--- config.mk ---
export PLATFORM = sky130hd
export DESIGN_NAME = pwm_cfg_shadow_bank
export DESIGN_NICKNAME = d
export VERILOG_FILES = /design/src/rtl/pwm_cfg_shadow_bank_pkg.sv /design/src/rtl/pwm_cfg_shadow_bank_channel.sv /design/src/rtl/pwm_cfg_shadow_bank.sv
export SDC_FILE = /design/constraint.sdc
export NUM_CORES = 1
export LEC_CHECK = 0
export BUFFER_PORTS_ARGS = -buffer_cell sky130_fd_sc_hd__buf_2
export CAP_MARGIN = 40
export CORE_ASPECT_RATIO = 1.5
export CORE_MARGIN = 5
export CORE_UTILIZATION = 45
export CTS_CLUSTER_DIAMETER = 30
export DETAILED_ROUTE_END_ITERATION = 6
export PLACE_DENSITY = 0.81
export SLEW_MARGIN = 25
export SYNTH_ARGS = -nofsm -noshare
export SYNTH_HDL_FRONTEND = slang
export SYNTH_HIERARCHICAL = 1
export SYNTH_SLANG_ARGS = --single-unit
--- constraint.sdc ---
create_clock -name clk -period 1.1 [get_ports clk]
set_input_delay 0.055 -clock clk [delete_from_list [all_inputs] [get_ports clk]]
set_output_delay 0.055 -clock clk [all_outputs]
set_load 0.005 [all_outputs]
--- src/rtl/pwm_cfg_shadow_bank_pkg.sv ---
// Shared types and constants for the PWM configuration shadow bank.
//   cfg_word_t  : packed per-channel config word {pwm_onoff, int_onoff, mask_mode, count_mode}
//   cfg_state_t : per-channel commit FSM state
package pwm_cfg_shadow_bank_pkg;

    localparam int CNT_MODE_W = 2;
    localparam int CFG_W      = 3 + CNT_MODE_W;

    localparam logic [CNT_MODE_W-1:0] CNT_UP = '0;

    typedef struct packed {
        logic                  pwm_onoff;
        logic                  int_onoff;
        logic                  mask_mode;
        logic [CNT_MODE_W-1:0] count_mode;
    } cfg_word_t;

    // PWM off, interrupt off, mask 0, count up.
    localparam cfg_word_t CFG_RESET = '{pwm_onoff: 1'b0, int_onoff: 1'b0,
                                        mask_mode: 1'b0, count_mode: CNT_UP};

    typedef enum logic {
        CFG_IDLE  = 1'b0,
        CFG_ARMED = 1'b1
    } cfg_state_t;

endpackage

--- src/rtl/pwm_cfg_shadow_bank_channel.sv ---
// One PWM channel: shadow word, active word and the IDLE/ARMED commit FSM.
// Ports:
//   clk, rst       : clock, synchronous active-high reset
//   wr_sel, wr_data: shadow write (already decoded for this channel)
//   commit_req     : commit addressed to this channel (mask applied)
//   commit_sync    : 1 = wait for sync_evt, 0 = load now
//   commit_abort   : cancel an armed commit (mask applied)
//   sync_evt       : carrier period boundary of this channel
//   kill           : global safe-off, forces active pwm_onoff low
//   shadow_cfg     : current shadow word
//   active_cfg     : current active word (registered)
//   pending        : armed deferred commit
//   commit_done    : one-cycle pulse after the active word was loaded
module pwm_cfg_channel
    import pwm_cfg_shadow_bank_pkg::*;
(
    input  logic             clk,
    input  logic             rst,
    input  logic             wr_sel,
    input  logic [CFG_W-1:0] wr_data,
    input  logic             commit_req,
    input  logic             commit_sync,
    input  logic             commit_abort,
    input  logic             sync_evt,
    input  logic             kill,
    output logic [CFG_W-1:0] shadow_cfg,
    output logic [CFG_W-1:0] active_cfg,
    output logic             pending,
    output logic             commit_done
);

    cfg_state_t state, state_nxt;
    cfg_word_t  shadow_q, shadow_nxt;
    cfg_word_t  active_q, active_nxt;
    logic       load;
    logic       done_q;

    always_ff @(posedge clk) begin
        if (rst) begin
            state    <= CFG_IDLE;
            shadow_q <= CFG_RESET;
            active_q <= CFG_RESET;
            done_q   <= 1'b0;
        end else begin
            state    <= state_nxt;
            shadow_q <= shadow_nxt;
            active_q <= active_nxt;
            done_q   <= load;
        end
    end

    always_comb begin
        state_nxt  = state;
        load       = 1'b0;
        // A load in the same cycle as a write picks up the new data.
        shadow_nxt = wr_sel ? cfg_word_t'(wr_data) : shadow_q;

        if (commit_abort) begin
            // Abort beats any concurrent request or sync event.
            state_nxt = CFG_IDLE;
        end else begin
            case (state)
                CFG_IDLE: begin
                    if (commit_req) begin
                        // A sync event coinciding with a deferred request
                        // loads right away and never arms.
                        if (!commit_sync || sync_evt) load = 1'b1;
                        else                          state_nxt = CFG_ARMED;
                    end
                end
                CFG_ARMED: begin
                    if (sync_evt) begin
                        load      = 1'b1;
                        state_nxt = CFG_IDLE;
                    end
                end
                default: state_nxt = CFG_IDLE;
            endcase
        end

        active_nxt = load ? shadow_nxt : active_q;
        if (kill) active_nxt.pwm_onoff = 1'b0;
    end

    assign shadow_cfg  = shadow_q;
    assign active_cfg  = active_q;
    assign pending     = (state == CFG_ARMED);
    assign commit_done = done_q;

endmodule

--- src/rtl/pwm_cfg_shadow_bank.sv ---
// Multi-channel PWM configuration bank with double buffering.
// Writes land in per-channel shadow words; commits copy shadow to active
// either immediately or at the channel's next carrier sync event.
// Ports:
//   clk, rst                       : clock, synchronous active-high reset
//   wr_en, wr_ch, wr_data          : shadow write
//   wr_err                         : one-cycle pulse on write/read to channel >= N_CH
//   commit_req, commit_mask,
//   commit_sync, commit_abort      : commit control
//   sync_evt                       : per-channel carrier period boundary
//   kill                           : global safe-off
//   pending, commit_done           : per-channel commit status
//   active_cfg                     : packed active words, channel i at [i*CFG_W +: CFG_W]
//   rd_en, rd_ch, rd_src           : readback request (rd_src 0 shadow, 1 active)
//   rd_valid, rd_data              : registered readback response
module pwm_cfg_shadow_bank
    import pwm_cfg_shadow_bank_pkg::*;
#(
    parameter int N_CH = 4,
    parameter int CH_W = (N_CH > 1) ? $clog2(N_CH) : 1
) (
    input  logic                  clk,
    input  logic                  rst,
    input  logic                  wr_en,
    input  logic [CH_W-1:0]       wr_ch,
    input  logic [CFG_W-1:0]      wr_data,
    output logic                  wr_err,
    input  logic                  commit_req,
    input  logic [N_CH-1:0]       commit_mask,
    input  logic                  commit_sync,
    input  logic                  commit_abort,
    input  logic [N_CH-1:0]       sync_evt,
    input  logic                  kill,
    output logic [N_CH-1:0]       pending,
    output logic [N_CH-1:0]       commit_done,
    output logic [N_CH*CFG_W-1:0] active_cfg,
    input  logic                  rd_en,
    input  logic [CH_W-1:0]       rd_ch,
    input  logic                  rd_src,
    output logic                  rd_valid,
    output logic [CFG_W-1:0]      rd_data
);

    logic [N_CH-1:0]            wr_sel;
    logic [N_CH-1:0]            rd_hit;
    logic [N_CH-1:0][CFG_W-1:0] shadow_w;
    logic [N_CH-1:0][CFG_W-1:0] active_w;
    logic [CFG_W-1:0]           rd_word;

    // Decode by equality against each channel so an index wider than the
    // channel count never aliases onto a real channel.
    always_comb begin
        wr_sel  = '0;
        rd_hit  = '0;
        rd_word = '0;
        for (int i = 0; i < N_CH; i++) begin
            wr_sel[i] = wr_en && (wr_ch == CH_W'(i));
            rd_hit[i] = (rd_ch == CH_W'(i));
            if (rd_hit[i]) rd_word = rd_src ? active_w[i] : shadow_w[i];
        end
    end

    for (genvar g = 0; g < N_CH; g++) begin : g_ch
        pwm_cfg_channel u_ch (
            .clk          (clk),
            .rst          (rst),
            .wr_sel       (wr_sel[g]),
            .wr_data      (wr_data),
            .commit_req   (commit_req && commit_mask[g]),
            .commit_sync  (commit_sync),
            .commit_abort (commit_abort && commit_mask[g]),
            .sync_evt     (sync_evt[g]),
            .kill         (kill),
            .shadow_cfg   (shadow_w[g]),
            .active_cfg   (active_w[g]),
            .pending      (pending[g]),
            .commit_done  (commit_done[g])
        );
        assign active_cfg[g*CFG_W +: CFG_W] = active_w[g];
    end

    // Readback samples pre-edge state, so a same-cycle write is not visible.
    always_ff @(posedge clk) begin
        if (rst) begin
            wr_err   <= 1'b0;
            rd_valid <= 1'b0;
            rd_data  <= '0;
        end else begin
            wr_err   <= (wr_en && !(|wr_sel)) || (rd_en && !(|rd_hit));
            rd_valid <= rd_en;
            if (rd_en) rd_data <= rd_word;
        end
    end

endmodule
==> flow_summary.json <==
{
  "htree_levels": 2,
  "start_util": 0.464,
  "cts_buffers": 5,
  "utilization": 0.600,
  "hold_class": "input pin to flop",
  "grt_pass1_wl_um": 9830,
  "fin_crit_ns": 1.14,
  "place_congestion": 0.812,
  "met1_usage": 0.188,
  "drt_iter0_markers": 104,
  "critPathArrivalTime_ns": 1.33,
  "syn_area_um2": 2550,
  "critical_path_peak_fanout": 6,
  "end_kind": "flop",
  "fin_ws_ns": -0.0364,
  "layout_commonest_cell": "buf_2",
  "place_ws_ns": -0.189,
  "hold_viol_final": 0,
  "cts.clk_slew.worst_paths_ns": 0.10,
  "viasPerCell": 5.13,
  "r2r_cells": 3,
  "crit_family": "flip-flops",
  "run_status": "finished with violations",
  "die-width_um": 71.4,
  "syn-num-nets": 273,
  "ys_warn_count": 6,
  "post_drt_wl_per_cell_um": 14.9,
  "cts_sinks": 55,
  "r2r_start": "g_ch[1].u_ch/pending",
  "setup_viol": 16,
  "grt_pass1_vias": 2151,
  "final_cell_mix": "buf_2 (60), dfxtp_1 (49), nor2_1 (44)",
  "antenna_left": 0,
  "use_met3": 0.0384,
  "grt_max_degree": 27,
  "dieArea_um2": 7300,
  "slowest_stage": "dfxtp_4",
  "hold_ws_ns": 0.0380,
  "grtUsageMet2": 0.315,
  "cts_root_buffer": "clkbuf_8",
  "maxClockFrequency_mhz": 880,
  "hpwl_um": 4510,
  "netlist_instances": 247,
  "firstDrtPassIters": 4,
  "power.density_nw_per_um2": 1130,
  "violations": "negative setup slack",
  "rrSetupSlack_ns": -0.04,
  "grt_antenna_before_repair": 0,
  "ctsLongestPathBuffers": 2,
  "maxCapViolCount": 0,
  "vias": 2071,
  "peakVddDrop_uv": 695,
  "drive_gt1_frac": 0.383,
  "diodes": 0,
  "core_um2": 5490,
  "clock_skew_ns": 0.00965,
  "critPathKind": "flop to flop",
  "crit_buf_inv": 0,
  "rsz0062_at_grt": "yes",
  "ys_seq_area_frac": 0.432,
  "rr_endpoint": "g_ch[1].u_ch/active_cfg[3]",
  "start_kind": "flop",
  "crit_required_ns": 1.30,
  "path_depth": 3,
  "cp_cell_sequence": "nor2_2, o221ai_4, mux2_4",
  "top_usage_layer": "met2",
  "drcViolationCount": 0,
  "avgSynthCellArea_um2": 10.3,
  "fin_crit_sh": 1.03,
  "maxSlewViolCount": 0,
  "die_y_um": 102,
  "min_path_cells": 2,
  "track_usage": 0.172,
  "place.port_buffers": 60,
  "area_delta_synth_final_pct": 29.2,
  "nets": 359,
  "synth_seq_cells": 55,
  "grt_overflow": 0,
  "worstSetupEndpoint": "g_ch[1].u_ch/active_cfg[3]",
  "crit_path_max_incr_delay_ns": 0.38,
  "ios": 61,
  "startpoint": "g_ch[1].u_ch/pending",
  "wl_um": 6030,
  "leakagePower_nw": 1.51,
  "cts_tree": "yes",
  "yosys.cell_types.count": 25,
  "rows": 33,
  "finalSetupTns_ns": -0.477,
  "insertion_delay_ns": 0.31
}
-- metal layers --
layer,wire (um),share of wire
met1,2340,0.39
met2,3150,0.52
met3,403,0.067
met4,136,0.023
met5,0,0
-- synthesized netlist by cell type --
cell | n | share of area
dfxtp_1 | 55 | 0.43
mux2i_1 | 44 | 0.17
nor2_1 | 44 | 0.065
nor2b_1 | 17 | 0.042
mux2_4 | 16 | 0.094
and2_1 | 8 | 0.020
buf_2 | 8 | 0.016
nand2_1 | 6 | 0.0088
nand2b_1 | 6 | 0.015
o21ai_0 | 5 | 0.0098
o22ai_1 | 5 | 0.012
o31a_1 | 5 | 0.017
a21oi_1 | 4 | 0.0079
inv_1 | 4 | 0.0059
nor2_2 | 4 | 0.0098
nor4_1 | 4 | 0.0098
o221ai_4 | 4 | 0.041
and3_1 | 1 | 0.0025
and3b_1 | 1 | 0.0034
buf_4 | 1 | 0.0029
buf_6 | 1 | 0.0044
clkbuf_1 | 1 | 0.0015
conb_1 | 1 | 0.0015
nor3b_1 | 1 | 0.0029
or2_2 | 1 | 0.0025
-- logic make-up (layout without fill, tap and decap cells) --
family	count (synthesis)	in the layout	synth area share
AOI/OAI and AO/OA	23	23	0.0884
and+or+nand+nor	93	93	0.181
muxes	60	60	0.267
buffers and inverters	15	102	0.0304
DFF	55	55	0.432
other	1	1	0.00147
-- timing repair --
item | 4_1_cts | 5_1_grt
pin swaps | 0 | 2
setup endpoints to repair | 19 | 22
cloned | 0 | 0
hold endpoints to repair | 4 | 0
setup buffers | 3 | 1
hold buffers | 4 | 0
resized for setup | 2 | 6
-- area by class of cell --
class                           count  area (um2)
Sequential cell                    55        1120
Tap cell                           70        87.6
Clock inverter                      3        17.5
Clock buffer                        5        68.8
Inverter                            4        15.0
Timing Repair Buffer               90         589
Fill cell                         472        2200
Multi-Input combinational cell    177        1400
-- how the worst min path moves through the flow --
stage	startpoint	endpoint	slack, ns
final	rst	g_ch[3].u_ch/shadow_cfg[1]	0.04
after detailed placement	sync_evt[3]	g_ch[3].u_ch/pending	0.27
after global placement	sync_evt[1]	g_ch[1].u_ch/pending	0.26
after CTS	rst	g_ch[3].u_ch/shadow_cfg[1]	0.02
after floorplan	sync_evt[0]	g_ch[0].u_ch/pending	0.12
after global routing	rst	g_ch[3].u_ch/shadow_cfg[1]	0.04
-- power by group --
part	leakage, nW	switching, mW	internal [mW]	total [mW]
Combinational	1.01	0.271	0.278	0.549
Sequential	0.451	0.0308	2.04	2.07
Clock	0.0488	0.654	0.448	1.10
Total	1.51	0.956	2.77	3.72
-- through the flow --
step | std cells | instance area (um2) | power (mW)
floorplan | 247 | 2560 | 2.40
global placement | 388 | 3090 | 2.61
detailed placement | 388 | 3090 | 2.63
CTS | 403 | 3260 | 3.76
global route | 404 | 3290 | 3.89
finish | 404 | 3290 | 3.72
-- state kept, by name, indices dropped and copies added (netlist names) --
register / count
wr_err: 1
g_ch.u_ch/commit_done: 4
rd_data: 5
rd_valid: 1
g_ch.u_ch/active_cfg: 20
g_ch.u_ch/pending: 4
g_ch.u_ch/shadow_cfg: 20
(Power assumes the default switching activity.)
